`src/rtl/adpll_pkg.sv`:
```
`default_nettype none
// ============================================================================
// adpll_pkg: shared ADPLL constants and lock-detector state encodings.
// Revision: 1.0
// ============================================================================
package adpll_pkg;

  localparam int ADPLL_ERR_WIDTH      = 8;
  localparam int LD_LOCK_THRESH_DEF   = 4;
  localparam int LD_UNLOCK_THRESH_DEF = 12;
  localparam int LD_LOCK_CYCLES_DEF   = 64;
  localparam int LD_UNLOCK_CYCLES_DEF = 4;
  localparam int LD_CNT_WIDTH_DEF     = 8;

  typedef enum logic [1:0] {
    LD_UNLOCKED  = 2'd0,
    LD_ACQUIRING = 2'd1,
    LD_LOCKED    = 2'd2,
    LD_SLIPPING  = 2'd3
  } ld_state_e;

endpackage
`default_nettype wire

```
`src/rtl/adpll_lock_detector_if.sv`:
```
`default_nettype none
// ============================================================================
// adpll_lock_detector_if: sample/control inputs and status outputs of the detector.
// Revision: 1.0
// ============================================================================
interface adpll_lock_detector_if
  import adpll_pkg::*;
#(
  parameter int ERR_WIDTH = ADPLL_ERR_WIDTH,
  parameter int CNT_WIDTH = LD_CNT_WIDTH_DEF
);
  logic                        enable_i;
  logic                        ref_clk_i;
  logic signed [ERR_WIDTH-1:0] error_i;
  logic                        clear_peak_i;
  logic                        locked_o;
  logic [1:0]                  state_o;
  logic                        lost_lock_o;
  logic [CNT_WIDTH-1:0]        lock_loss_cnt_o;
  logic [ERR_WIDTH-2:0]        err_peak_o;

  modport master (
    output enable_i, ref_clk_i, error_i, clear_peak_i,
    input  locked_o, state_o, lost_lock_o, lock_loss_cnt_o, err_peak_o
  );

  modport slave (
    input  enable_i, ref_clk_i, error_i, clear_peak_i,
    output locked_o, state_o, lost_lock_o, lock_loss_cnt_o, err_peak_o
  );
endinterface
`default_nettype wire

```
`src/rtl/adpll_lock_detector_ref_edge_strobe.sv`:
```
`default_nettype none
// ============================================================================
// ref_edge_strobe: 2-FF synchroniser plus rising-edge detector for ref_clk.
// Revision: 1.0
// ============================================================================
module ref_edge_strobe (
  input  logic clk,
  input  logic rst_n,
  input  logic ref_clk,
  output logic strobe
);
  logic s1;
  logic s2;
  logic d;

  always_ff @(posedge clk or negedge rst_n) begin
    if (!rst_n) begin
      s1 <= 1'b0;
      s2 <= 1'b0;
      d  <= 1'b0;
    end else begin
      s1 <= ref_clk;
      s2 <= s1;
      d  <= s2;
    end
  end

  assign strobe = s2 & ~d;
endmodule
`default_nettype wire

```
`src/rtl/adpll_lock_detector.sv`:
```
`default_nettype none
// ============================================================================
// adpll_lock_detector: two-threshold hysteretic lock detection on ADPLL error.
// Revision: 1.0
// ============================================================================
module adpll_lock_detector
  import adpll_pkg::*;
#(
  parameter int ERR_WIDTH     = ADPLL_ERR_WIDTH,
  parameter int LOCK_THRESH   = LD_LOCK_THRESH_DEF,
  parameter int UNLOCK_THRESH = LD_UNLOCK_THRESH_DEF,
  parameter int LOCK_CYCLES   = LD_LOCK_CYCLES_DEF,
  parameter int UNLOCK_CYCLES = LD_UNLOCK_CYCLES_DEF,
  parameter int CNT_WIDTH     = LD_CNT_WIDTH_DEF
) (
  input  logic                 fpga_clk_i,
  input  logic                 rst_pbn_i,
  adpll_lock_detector_if.slave lk
);
  localparam int MAG_W  = ERR_WIDTH - 1;
  localparam int GOOD_W = (LOCK_CYCLES > 1) ? $clog2(LOCK_CYCLES + 1) : 1;
  localparam int BAD_W  = (UNLOCK_CYCLES > 1) ? $clog2(UNLOCK_CYCLES + 1) : 1;
  localparam logic [GOOD_W-1:0] GOOD_TARGET = GOOD_W'(LOCK_CYCLES);
  localparam logic [BAD_W-1:0]  BAD_TARGET  = BAD_W'(UNLOCK_CYCLES);
  localparam logic [MAG_W-1:0]  LOCK_T      = MAG_W'(LOCK_THRESH);
  localparam logic [MAG_W-1:0]  UNLOCK_T    = MAG_W'(UNLOCK_THRESH);

  logic                 strobe;
  logic [ERR_WIDTH-1:0] err_neg;
  logic [MAG_W-1:0]     err_abs;
  logic                 is_good;
  logic                 is_bad;
  logic                 sample;
  logic                 loss;

  ld_state_e            state, state_nx;
  logic [GOOD_W-1:0]    good, good_nx;
  logic [BAD_W-1:0]     bad, bad_nx;
  logic                 lost_q;
  logic [CNT_WIDTH-1:0] loss_cnt;
  logic [MAG_W-1:0]     peak;

  ref_edge_strobe u_strobe (
    .clk     (fpga_clk_i),
    .rst_n   (rst_pbn_i),
    .ref_clk (lk.ref_clk_i),
    .strobe  (strobe)
  );

  assign err_neg = -lk.error_i;

  // Only the most-negative code stays negative after negation; clamp it.
  always_comb begin
    if (!lk.error_i[ERR_WIDTH-1])
      err_abs = lk.error_i[MAG_W-1:0];
    else if (err_neg[ERR_WIDTH-1])
      err_abs = '1;
    else
      err_abs = err_neg[MAG_W-1:0];
  end

  assign is_good = (err_abs <= LOCK_T);
  assign is_bad  = (err_abs >  UNLOCK_T);
  assign sample  = strobe & lk.enable_i;

  always_ff @(posedge fpga_clk_i or negedge rst_pbn_i) begin
    if (!rst_pbn_i) begin
      state <= LD_UNLOCKED;
      good  <= '0;
      bad   <= '0;
    end else begin
      state <= state_nx;
      good  <= good_nx;
      bad   <= bad_nx;
    end
  end

  always_comb begin
    state_nx = state;
    good_nx  = good;
    bad_nx   = bad;
    loss     = 1'b0;
    if (!lk.enable_i) begin
      state_nx = LD_UNLOCKED;
      good_nx  = '0;
      bad_nx   = '0;
    end else if (strobe) begin
      case (state)
        LD_UNLOCKED: begin
          if (is_good) begin
            if (LOCK_CYCLES == 1) begin
              state_nx = LD_LOCKED;
            end else begin
              state_nx = LD_ACQUIRING;
              good_nx  = GOOD_W'(1);
            end
          end
        end
        LD_ACQUIRING: begin
          if (!is_good) begin
            state_nx = LD_UNLOCKED;
            good_nx  = '0;
          end else if (good + 1'b1 == GOOD_TARGET) begin
            state_nx = LD_LOCKED;
            good_nx  = '0;
          end else begin
            good_nx  = good + 1'b1;
          end
        end
        LD_LOCKED: begin
          if (is_bad) begin
            if (UNLOCK_CYCLES == 1) begin
              state_nx = LD_UNLOCKED;
              loss     = 1'b1;
            end else begin
              state_nx = LD_SLIPPING;
              bad_nx   = BAD_W'(1);
            end
          end
        end
        LD_SLIPPING: begin
          if (!is_bad) begin
            state_nx = LD_LOCKED;
            bad_nx   = '0;
          end else if (bad + 1'b1 == BAD_TARGET) begin
            state_nx = LD_UNLOCKED;
            bad_nx   = '0;
            loss     = 1'b1;
          end else begin
            bad_nx   = bad + 1'b1;
          end
        end
        default: state_nx = LD_UNLOCKED;
      endcase
    end
  end

  always_comb begin
    lk.state_o  = state;
    lk.locked_o = (state == LD_LOCKED) || (state == LD_SLIPPING);
  end

  // A clear coincident with a sample loads the sample, so a fresh peak is never lost.
  always_ff @(posedge fpga_clk_i or negedge rst_pbn_i) begin
    if (!rst_pbn_i) begin
      lost_q   <= 1'b0;
      loss_cnt <= '0;
      peak     <= '0;
    end else begin
      lost_q <= loss;
      if (loss && (loss_cnt != '1))
        loss_cnt <= loss_cnt + 1'b1;
      if (sample) begin
        if (lk.clear_peak_i || (err_abs > peak))
          peak <= err_abs;
      end else if (lk.clear_peak_i) begin
        peak <= '0;
      end
    end
  end

  assign lk.lost_lock_o     = lost_q;
  assign lk.lock_loss_cnt_o = loss_cnt;
  assign lk.err_peak_o      = peak;
endmodule
`default_nettype wire

```
`src/flat_wrapper.sv`:
```
// flat-port wrapper written by rule: the top's interface ports become plain ports
module adpll_lock_detector_flat import adpll_pkg::*;
#(
  parameter int ERR_WIDTH     = ADPLL_ERR_WIDTH,
  parameter int LOCK_THRESH   = LD_LOCK_THRESH_DEF,
  parameter int UNLOCK_THRESH = LD_UNLOCK_THRESH_DEF,
  parameter int LOCK_CYCLES   = LD_LOCK_CYCLES_DEF,
  parameter int UNLOCK_CYCLES = LD_UNLOCK_CYCLES_DEF,
  parameter int CNT_WIDTH     = LD_CNT_WIDTH_DEF
)
  (fpga_clk_i, rst_pbn_i, lk_enable_i, lk_ref_clk_i, lk_error_i, lk_clear_peak_i, lk_locked_o, lk_state_o, lk_lost_lock_o, lk_lock_loss_cnt_o, lk_err_peak_o);
  adpll_lock_detector_if #(.ERR_WIDTH(ERR_WIDTH), .CNT_WIDTH(CNT_WIDTH)) lk_i ();
  input  logic fpga_clk_i;
  input  logic rst_pbn_i;
  input wire logic [$bits(lk_i.enable_i)-1:0] lk_enable_i;
  input wire logic [$bits(lk_i.ref_clk_i)-1:0] lk_ref_clk_i;
  input wire logic [$bits(lk_i.error_i)-1:0] lk_error_i;
  input wire logic [$bits(lk_i.clear_peak_i)-1:0] lk_clear_peak_i;
  output wire logic [$bits(lk_i.locked_o)-1:0] lk_locked_o;
  output wire logic [$bits(lk_i.state_o)-1:0] lk_state_o;
  output wire logic [$bits(lk_i.lost_lock_o)-1:0] lk_lost_lock_o;
  output wire logic [$bits(lk_i.lock_loss_cnt_o)-1:0] lk_lock_loss_cnt_o;
  output wire logic [$bits(lk_i.err_peak_o)-1:0] lk_err_peak_o;
  assign lk_i.enable_i = lk_enable_i;
  assign lk_i.ref_clk_i = lk_ref_clk_i;
  assign lk_i.error_i = lk_error_i;
  assign lk_i.clear_peak_i = lk_clear_peak_i;
  assign lk_locked_o = lk_i.locked_o;
  assign lk_state_o = lk_i.state_o;
  assign lk_lost_lock_o = lk_i.lost_lock_o;
  assign lk_lock_loss_cnt_o = lk_i.lock_loss_cnt_o;
  assign lk_err_peak_o = lk_i.err_peak_o;
  adpll_lock_detector #(.ERR_WIDTH(ERR_WIDTH), .LOCK_THRESH(LOCK_THRESH), .UNLOCK_THRESH(UNLOCK_THRESH), .LOCK_CYCLES(LOCK_CYCLES), .UNLOCK_CYCLES(UNLOCK_CYCLES), .CNT_WIDTH(CNT_WIDTH)) u_core (.fpga_clk_i(fpga_clk_i), .rst_pbn_i(rst_pbn_i), .lk(lk_i));
endmodule
```
`config.mk`:
```
export PLATFORM = sky130hd
export DESIGN_NAME = adpll_lock_detector_flat
export DESIGN_NICKNAME = d
export VERILOG_FILES = /design/src/rtl/adpll_pkg.sv /design/src/rtl/adpll_lock_detector_if.sv /design/src/rtl/adpll_lock_detector_ref_edge_strobe.sv /design/src/rtl/adpll_lock_detector.sv /design/src/flat_wrapper.sv
export SDC_FILE = /design/constraint.sdc
export NUM_CORES = 1
export LEC_CHECK = 0
export CORE_ASPECT_RATIO = 0.75
export CORE_MARGIN = 2
export CORE_UTILIZATION = 58
export CTS_CLUSTER_DIAMETER = 40
export CTS_CLUSTER_SIZE = 24
export DETAILED_ROUTE_END_ITERATION = 8
export GPL_TIMING_DRIVEN = 0
export PLACE_DENSITY = 0.82
export SKIP_CTS_REPAIR_TIMING = 1
export SLEW_MARGIN = 20
export SYNTH_ARGS = -nofsm -noshare
export SYNTH_HDL_FRONTEND = slang
export SYNTH_HIERARCHICAL = 1
export SYNTH_SLANG_ARGS = --single-unit
```
`constraint.sdc`:
```
create_clock -name fpga_clk_i -period 4.7 [get_ports fpga_clk_i]
set_input_delay 0.705 -clock fpga_clk_i [delete_from_list [all_inputs] [get_ports fpga_clk_i]]
set_output_delay 0.705 -clock fpga_clk_i [all_outputs]
set_load 0.03 [all_outputs]
```
# Word-level counts from Yosys, hierarchy flattened
# Cells that the tools add are included.
# op_classes
reduce_logical	9
n_mux	31
n_addsub	4
bitwise_logic	3
mul	0
n_eq_ne	14
shifts	0
magnitude_cmp	3
div_mod_pow	0
# op_table
operator	n
7-bit 2-to-1 mux	10
2-bit 2-to-1 mux	8
3-bit 2-to-1 mux	5
7-bit case mux with 2 select lines	1
8-bit by 1-bit adder with 8-bit output (second input constant)	1
4-bit inequality test (second input constant)	2
8-bit inequality test (second input constant)	1
8-bit negator	1
2-bit case mux with 4 select lines	1
7-bit by 1-bit adder with 7-bit output (second input constant)	1
7-bit == test (second input constant)	1
7-bit by 4-bit greater-than comparator with 1-bit output (second input constant)	1
7-bit greater-than comparator	1
7-bit by 3-bit <= comparator with 1-bit output (second input constant)	1
3-bit by 1-bit inequality test with 1-bit output (second input constant)	2
3-bit by 2-bit inequality test with 1-bit output (second input constant)	2
3-bit case mux with 2 select lines	1
3-bit AND reduction	2
1-bit 2-to-1 mux	5
5-bit AND reduction	1
2-bit == test (second input constant)	2
3-bit by 1-bit adder with 3-bit output (second input constant)	1
3-bit == test (second input constant)	1
1-bit AND	2
other kinds (9)	10
# totals
register_bits	31
ram_bits	0
latchBits	0
romBits	0
memories	0

# Depth between registers and ports, before layout
# Gate-level depths: netlist (run 1).
# logic_depth
word_depth	9
ltp_mapped	15

# Cells and area by module
# Netlist (run 1), hierarchy kept.
# by_module_without_submodules
mod	n_inst	area_each_um2	seq_area_each_um2	cells_per_inst
adpll_lock_detector	1	2013.2	700.7	229
ref_edge_strobe	1	88.8	75.1	4

# Worst setup path before layout (run 1)
# No wires, ideal clock.
# synth_timing
kind	input to register
start	input port lk_error_i[0]
end	register u_core.peak[2], in the netlist u_core/lk.err_peak_o[2]
t_arrival_ps	3193
setup_slack_ps	1386
n_path_buf	1
t_required_ps	4579
path_stages	15
cell_sequence	inv_1 ha_1 or3b_1 or3_1 o21a_1 nor2_1 a31oi_1 ha_1 nand3_1 nor3_1 o221ai_1 o31ai_1 or3_1 clkbuf_1 a22o_1
# synth_between
elab_chain_len	7
word_cells_on_any_way	9
cone_classes	1 x add/sub; 1 x order compare; 1 x eq/ne; 4 x mux; 2 x reduce/logical
# synth_lines
item	line	text
start, declared	flat_wrapper.sv:17	input wire logic [$bits(lk_i.error_i)-1:0] lk_error_i;
8-bit negator	adpll_lock_detector.sv:50	assign err_neg = -lk.error_i;
7-bit 2-to-1 mux	adpll_lock_detector.sv:56	else if (err_neg[ERR_WIDTH-1])
7-bit 2-to-1 mux (*)	adpll_lock_detector.sv:54	if (!lk.error_i[ERR_WIDTH-1])
7-bit greater-than comparator	adpll_lock_detector.sv:154	if (lk.clear_peak_i || (err_abs > peak))
1-bit logical OR	adpll_lock_detector.sv:154	
2-bit inequality test (no line)	-	
2-bit AND reduction (no line)	-	
end signal, assigned	adpll_lock_detector.sv:155	peak <= err_abs;
end, declared	adpll_lock_detector.sv:41	logic [MAG_W-1:0] peak;
# Every way passes the cells marked *; elsewhere a longest branch is shown, timed or not. The select of a mux whose other input is x is not followed.
# A chain may end at the register's enable or synchronous reset.

# Worst setup path after layout (run 1)
# layout_timing
start	input port lk_error_i[7]
end	register u_core.peak[6], in the netlist u_core/lk.err_peak_o[6]
# Same word-level chain as after synthesis.

==> flow_summary.toml, run 1 <==
[logic_synthesis]
synth_edf_count = 0
syn_nets = 256
yosys_warnings = 6
synth_area_um2 = 2100
async_flop_share_pct = 100
synth-seq-cells = 31
ys_types = 57
seq_area_frac_synth_pct = 36.9
ys.flop_type = "dfrtp_1"
syn_inst = 233
syn_area_per_cell_um2 = 9.02

[detailed_routing]
avgViaCountPerCell = 6.11
routed_wl_mm = 4.97
avgRoutedWirePerCell_um = 15.9
drcViolationCount = 0
drtIter0Drc = 78
antenna_left = 0
vias = 1906
first_pass_iters = 4

[critical_path]
r2r_end = "u_core/lk.err_peak_o[6]$_DFFE_PN0P_"
cp.depth = 12
crit_arrival_ns = 4.30
r2r-start = "u_core/lk.err_peak_o[1]$_DFFE_PN0P_"
worstSetupEndpointType = "register"
slowest_stage = "nor3_1"
max_stage_delay_ns = 0.69
required_ns = 4.92
path_class = "in -> reg"
crit_fanout = 10
r2r_cells = 9
endpoint = "u_core/lk.err_peak_o[6]$_DFFE_PN0P_"
crit_buf_inv = 2
critPathTopFamily = "simple AND/OR/NAND/NOR gates"
r2r_slack_ns = 2.13
crit_top_cell = "nor2_1"
crit_start = "lk_error_i[7]"
start_kind = "primary input"
path_cells = "clkdlybuf4s50_1 > clkbuf_1 > nand4_1 > a21oi_1 > ha_1 > nor2b_1 > nor2_1 > maj3_1 > a31oi_1 > nor2_1 > nor3_1 > a22o_1"

[cts]
clk_latency_ns = 0.28
htreeDepth = 2
cts-root-buf = "clkbuf_8"
clock_path_buffers = 2
cts_tree = "done"
cts.clk_slew.worst_paths_ns = 0.07
cts_sinks = 31
numCtsBuffers = 5

[global_routing]
grt-ovfl-total = 0
grt_max_degree = 32
grt_pass1_wl_mm = 8.51
grt_antenna_before_repair = 0
grt_pass1_vias = 1797
grt_usage_pct = 26.4

[placed_design]
port_buffers = 31
place.gp.congestion = 0.884
dp.final_hpwl_mm = 3.71

[floorplan]
fp.dieW_um = 73.5
die_h_um = 56.1
rows = 18
start_util_pct = 62.2
die_area_um2 = 4130
io_pins = 32
coreArea_um2 = 3380

[timing]
relSlewSlack_pct = 43.3
clock_skew_ns = 0.00527
max_freq_mhz = 245
tns_ns = 0
slew_violations = 0
rsz0062_at_grt = "no"
fin_crit_ns = 4.08
final-setup-viol-count = 0
worst_pin_slew_ns = 0.844
hold_violations = 0
finalCritPeriodShare_pct = 86.8

[outcome]
status = "complete, no violations"

[power_and_ir_drop]
powerDensity_nw_per_um2 = 269
power.total_mw = 0.692
leakage_nw = 1.11
vdd_drop_max_mv = 0.151

[finish]
n_fill_cell = 254
drive_gt1_share_pct = 7.35
nets = 294
syn_to_final_growth_pct = 22.5
diodes = 0

[job]
drv_cap = 0

[hold_path]
hp-class = "reg -> reg"
[layout by cell type, fill, tap and decap left out, types with 4 or more instances in the layout]
master	count
o21ai_0	5
and3_1	4
ha_1	10
dfrtp_1	31
nand3_1	15
a21oi_1	9
a22o_1	8
inv_1	12
nand4_1	5
nor2_1	14
nand2_1	18
xnor2_1	6
clkdlybuf4s50_1	30
xor2_1	6
nor2b_1	5
clkbuf_8	6
o21ai_1	7
clkbuf_1	8
nor3_1	7
a31oi_1	5
nand2b_1	5
[per-stage QoR]
step | instance area, µm² | setup WS, ns | instances | hold WS, ns | util (%)
floorplan | 2100 | 1.39 | 233 | 0.331 | -
global placement | 2460 | 0.498 | 304 | 0.335 | 72.9
detailed placement | 2460 | 0.407 | 304 | 0.341 | 72.7
CTS | 2570 | 0.701 | 312 | 0.355 | 76.2
global route | 2570 | 0.346 | 312 | 0.368 | 76.2
finish | 2570 | 0.618 | 312 | 0.351 | 76.2
[cells by family after synthesis]
group / share of synthesized area [%]
AO/OA/AOI/OAI: 22.0
adder cells (fa/ha/maj): 6.43
multiplexers: 1.01
buffers and inverters: 3.57
XOR/XNOR: 5.00
AND/OR/NAND/NOR: 25.1
flip-flops: 36.9
[state kept, by name, indices dropped and copies added (netlist names), 2 cells and up]
register and cells:
u_core/lk.err_peak_o 7, u_core/lk.state_o 2, u_core/lk.lock_loss_cnt_o 8, u_core/good 7, u_core/bad 3
[layer usage]
layer / up-vias / GRT usage, % / share of wire [%]
met5: - / 0 / 0
met4: 0 / 7.01 / 0.66
met3: 4 / 5.25 / 5.6
met2: 45 / 39.4 / 46
met1: 905 / 38.8 / 48
li1: 952 / - / -
[worst register-to-register path: stages (launching register included)]
cell and delay, ns:
dfrtp_1 0.37, inv_1 0.05, ha_1 0.28, nor2b_1 0.18
nor2_1 0.08, maj3_1 0.36, a31oi_1 0.17, nor2_1 0.07
nor3_1 0.69, a22o_1 0.27
[cell type report]
class	count	area, µm²	share of cell area, %
tap	40	50.0	1.94
buffer	8	30.0	1.17
timing repair buffer	31	305	11.9
multi-input combinational	182	1250	48.6
clock buffer	6	82.6	3.21
inverter	12	45.0	1.75
sequential	31	776	30.1
clock inverter	2	35.0	1.36
[cells in the mapped netlist, types with 3 or more instances]
library cell   n  area share [%]
o21ai_1        7             1.7
a31oi_1        5             1.5
inv_1         12             2.1
nand2b_1       5             1.5
nor2_1        14             2.5
and3_1         4             1.2
clkbuf_1       8             1.4
nand2_1       18             3.2
a211oi_1       3             1.1
nand4_1        5             1.5
a21oi_1        9             2.1
o2111ai_1      3             1.3
ha_1          10             6.0
xnor2_1        6             2.5
dfrtp_1       31              37
nor3_1         7             1.7
nand3_1       15             3.6
xor2_1         6             2.5
a22o_1         8             3.3
nor2b_1        5             1.5
a21o_1         3             1.1
o21ai_0        5             1.2
or3_1          3            0.89
[where the power goes]
| part | leakage [nW] | switching, mW | total [mW] | internal (mW) |
|---|---|---|---|---|
| Combinational | 0.633 | 0.0847 | 0.141 | 0.0563 |
| Clock | 0.0612 | 0.0971 | 0.268 | 0.171 |
| Sequential | 0.417 | 0.00755 | 0.283 | 0.275 |
| Total | 1.11 | 0.189 | 0.692 | 0.503 |
[worst min-delay path by stage]
stage,start,endpoint,slack [ns],depth (start not counted)
global route,u_core/u_strobe/s1$_DFF_PN0_,u_core/u_strobe/s2$_DFF_PN0_,0.37,0
global placement,u_core/u_strobe/s1$_DFF_PN0_,u_core/u_strobe/s2$_DFF_PN0_,0.34,0
floorplan,u_core/u_strobe/s1$_DFF_PN0_,u_core/u_strobe/s2$_DFF_PN0_,0.33,0
detailed placement,u_core/u_strobe/s1$_DFF_PN0_,u_core/u_strobe/s2$_DFF_PN0_,0.34,0
finish,u_core/u_strobe/s1$_DFF_PN0_,u_core/u_strobe/s2$_DFF_PN0_,0.35,0
CTS,u_core/u_strobe/s1$_DFF_PN0_,u_core/u_strobe/s2$_DFF_PN0_,0.36,0
No activity file was read; power rests on OpenSTA's default activity.
==> run 2, diff against run 1 <==
Settings changed: CORE_ASPECT_RATIO 0.75 to 1.4.
==> run 2 against run 1 <==
  * Non-clock buffer count is the same
  * Clock power decreased by 23%
  * Sequential power is essentially flat
  * Die area about the same
  * Largest power group unchanged
  * Total power shrank 9.0%
==> flow_summary.toml, run 2 (synthesized netlist as in run 1, its figures left out) <==
[timing]
relSlewSlack_pct = 34.8
slew_violations = 0
hold_violations = 0
clock_skew_ns = 0.00491
worst_pin_slew_ns = 0.971
rsz0062_at_grt = "no"
max_freq_mhz = 241
finalCritPeriodShare_pct = 88.2
fin_crit_ns = 4.14
tns_ns = 0
final-setup-viol-count = 0

[critical_path]
r2r_end = "u_core/lk.err_peak_o[5]$_DFFE_PN0P_"
required_ns = 4.91
worstSetupEndpointType = "register"
r2r-start = "u_core/lk.err_peak_o[1]$_DFFE_PN0P_"
crit_fanout = 10
crit_arrival_ns = 4.35
start_kind = "primary input"
endpoint = "u_core/lk.err_peak_o[5]$_DFFE_PN0P_"
crit_start = "lk_error_i[7]"
path_class = "in -> reg"
r2r_cells = 9
r2r_slack_ns = 2.03

[cts]
clock_path_buffers = 2
cts.clk_slew.worst_paths_ns = 0.06
numCtsBuffers = 5
cts_sinks = 31
cts-root-buf = "clkbuf_8"
clk_latency_ns = 0.28
htreeDepth = 2
cts_tree = "done"

[outcome]
status = "complete, no violations"

[detailed_routing]
wl_met2_mm = 2.35
topRoutingLayerUsed = "met4"
drcViolationCount = 0
avgRoutedWirePerCell_um = 14.6
antenna_left = 0
drtIter0Drc = 65
first_pass_iters = 4
avgViaCountPerCell = 6.20
wl_met1_mm = 1.96
wl_met3_um = 155
routed_wl_mm = 4.55
vias = 1928

[placed_design]
port_buffers = 31
place.gp.congestion = 0.871
placed_area_um2 = 2460
dp.final_hpwl_mm = 3.40

[hold_path]
hp-class = "reg -> reg"

[floorplan]
fp.dieW_um = 54.9
rows = 25
coreArea_um2 = 3410
io_pins = 32
die_h_um = 75.2
die_area_um2 = 4130
start_util_pct = 61.7

[job]
drv_cap = 0

[finish]
mostFrequentLayoutCells = "31 x dfrtp_1, 30 x clkdlybuf4s50_1, 18 x nand2_1"
drive_gt1_share_pct = 7.01
nets = 294
largest_reg_flops = 8
final_util_pct = 74.6
final_cell_area_um2 = 2540
diodes = 0
final_common_cell = "dfrtp_1"
syn_to_final_growth_pct = 21.1

[power_and_ir_drop]
powerDensity_nw_per_um2 = 248
vdd_drop_max_mv = 0.185
leakage_nw = 1.10

[global_routing]
grt_max_degree = 32
grt-ovfl-total = 0
grt_pass1_wl_mm = 8.11
grt_antenna_before_repair = 0
grt_usage_pct = 26.5
grt_pass1_vias = 1937
-- run 2: cell types whose count changed in the layout (fill, tap and decap cells not counted), sizes merged --
cell	previous run	this run
bufinv	1	0
-- run 2: worst min path at each step --
| stage | slack (ns) | startpoint | depth (start not counted) | end |
|---|---|---|---|---|
| floorplan | 0.33 | u_core/u_strobe/s1$_DFF_PN0_ | 0 | u_core/u_strobe/s2$_DFF_PN0_ |
| global placement | 0.33 | u_core/u_strobe/s1$_DFF_PN0_ | 0 | u_core/u_strobe/s2$_DFF_PN0_ |
| detailed placement | 0.34 | u_core/u_strobe/s1$_DFF_PN0_ | 0 | u_core/u_strobe/s2$_DFF_PN0_ |
| CTS | 0.35 | u_core/u_strobe/s1$_DFF_PN0_ | 0 | u_core/u_strobe/s2$_DFF_PN0_ |
| global route | 0.35 | u_core/u_strobe/s1$_DFF_PN0_ | 0 | u_core/u_strobe/s2$_DFF_PN0_ |
| finish | 0.35 | u_core/u_strobe/s1$_DFF_PN0_ | 0 | u_core/u_strobe/s2$_DFF_PN0_ |
-- run 2: power breakdown --
part / total (mW) / leakage [nW] / internal (mW) / switching, mW
Clock: 0.207 / 0.0470 / 0.115 / 0.0922
Combinational: 0.141 / 0.633 / 0.0564 / 0.0843
Sequential: 0.282 / 0.417 / 0.275 / 0.00728
-- run 2: per-stage QoR --
step | setup WS (ns) | hold WS [ns] | power, mW | std cells
5_1_grt | 0.282 | 0.354 | 0.662 | 311
3_5_place_dp | 0.310 | 0.338 | 0.427 | 304
2_1_floorplan | 1.39 | 0.331 | 0.374 | 233
4_1_cts | 0.591 | 0.353 | 0.634 | 311
6_report | 0.556 | 0.352 | 0.630 | 311
3_3_place_gp | 0.318 | 0.333 | 0.426 | 304
-- run 2: layer usage --
layer	GRT usage, %	vias to the layer above
met5	0	-
met4	10.3	0
met3	4.17	8
met2	47.0	54
met1	30.9	926
li1	-	940
-- run 2: cell type report --
cell class              instances  area (µm²)
flip-flops and latches         31         776
plain buffers                   8        30.0
fillers                       246         865
multi-input cells             182        1250
inverters                      12        45.0
repair buffers                 31         305
clock inverters                 1        5.00
well taps                      40        50.0
clock buffers                   6        82.6
-- run 2: critical path: stages --
cell,delay [ns]
clkdlybuf4s50_1,0.58
clkbuf_1,0.34
nand4_1,0.35
a21oi_1,0.30
ha_1,0.17
nor2b_1,0.17
nor2_1,0.08
maj3_1,0.37
a31oi_1,0.17
nor2_1,0.07
nor3_1,0.78
a22o_1,0.27
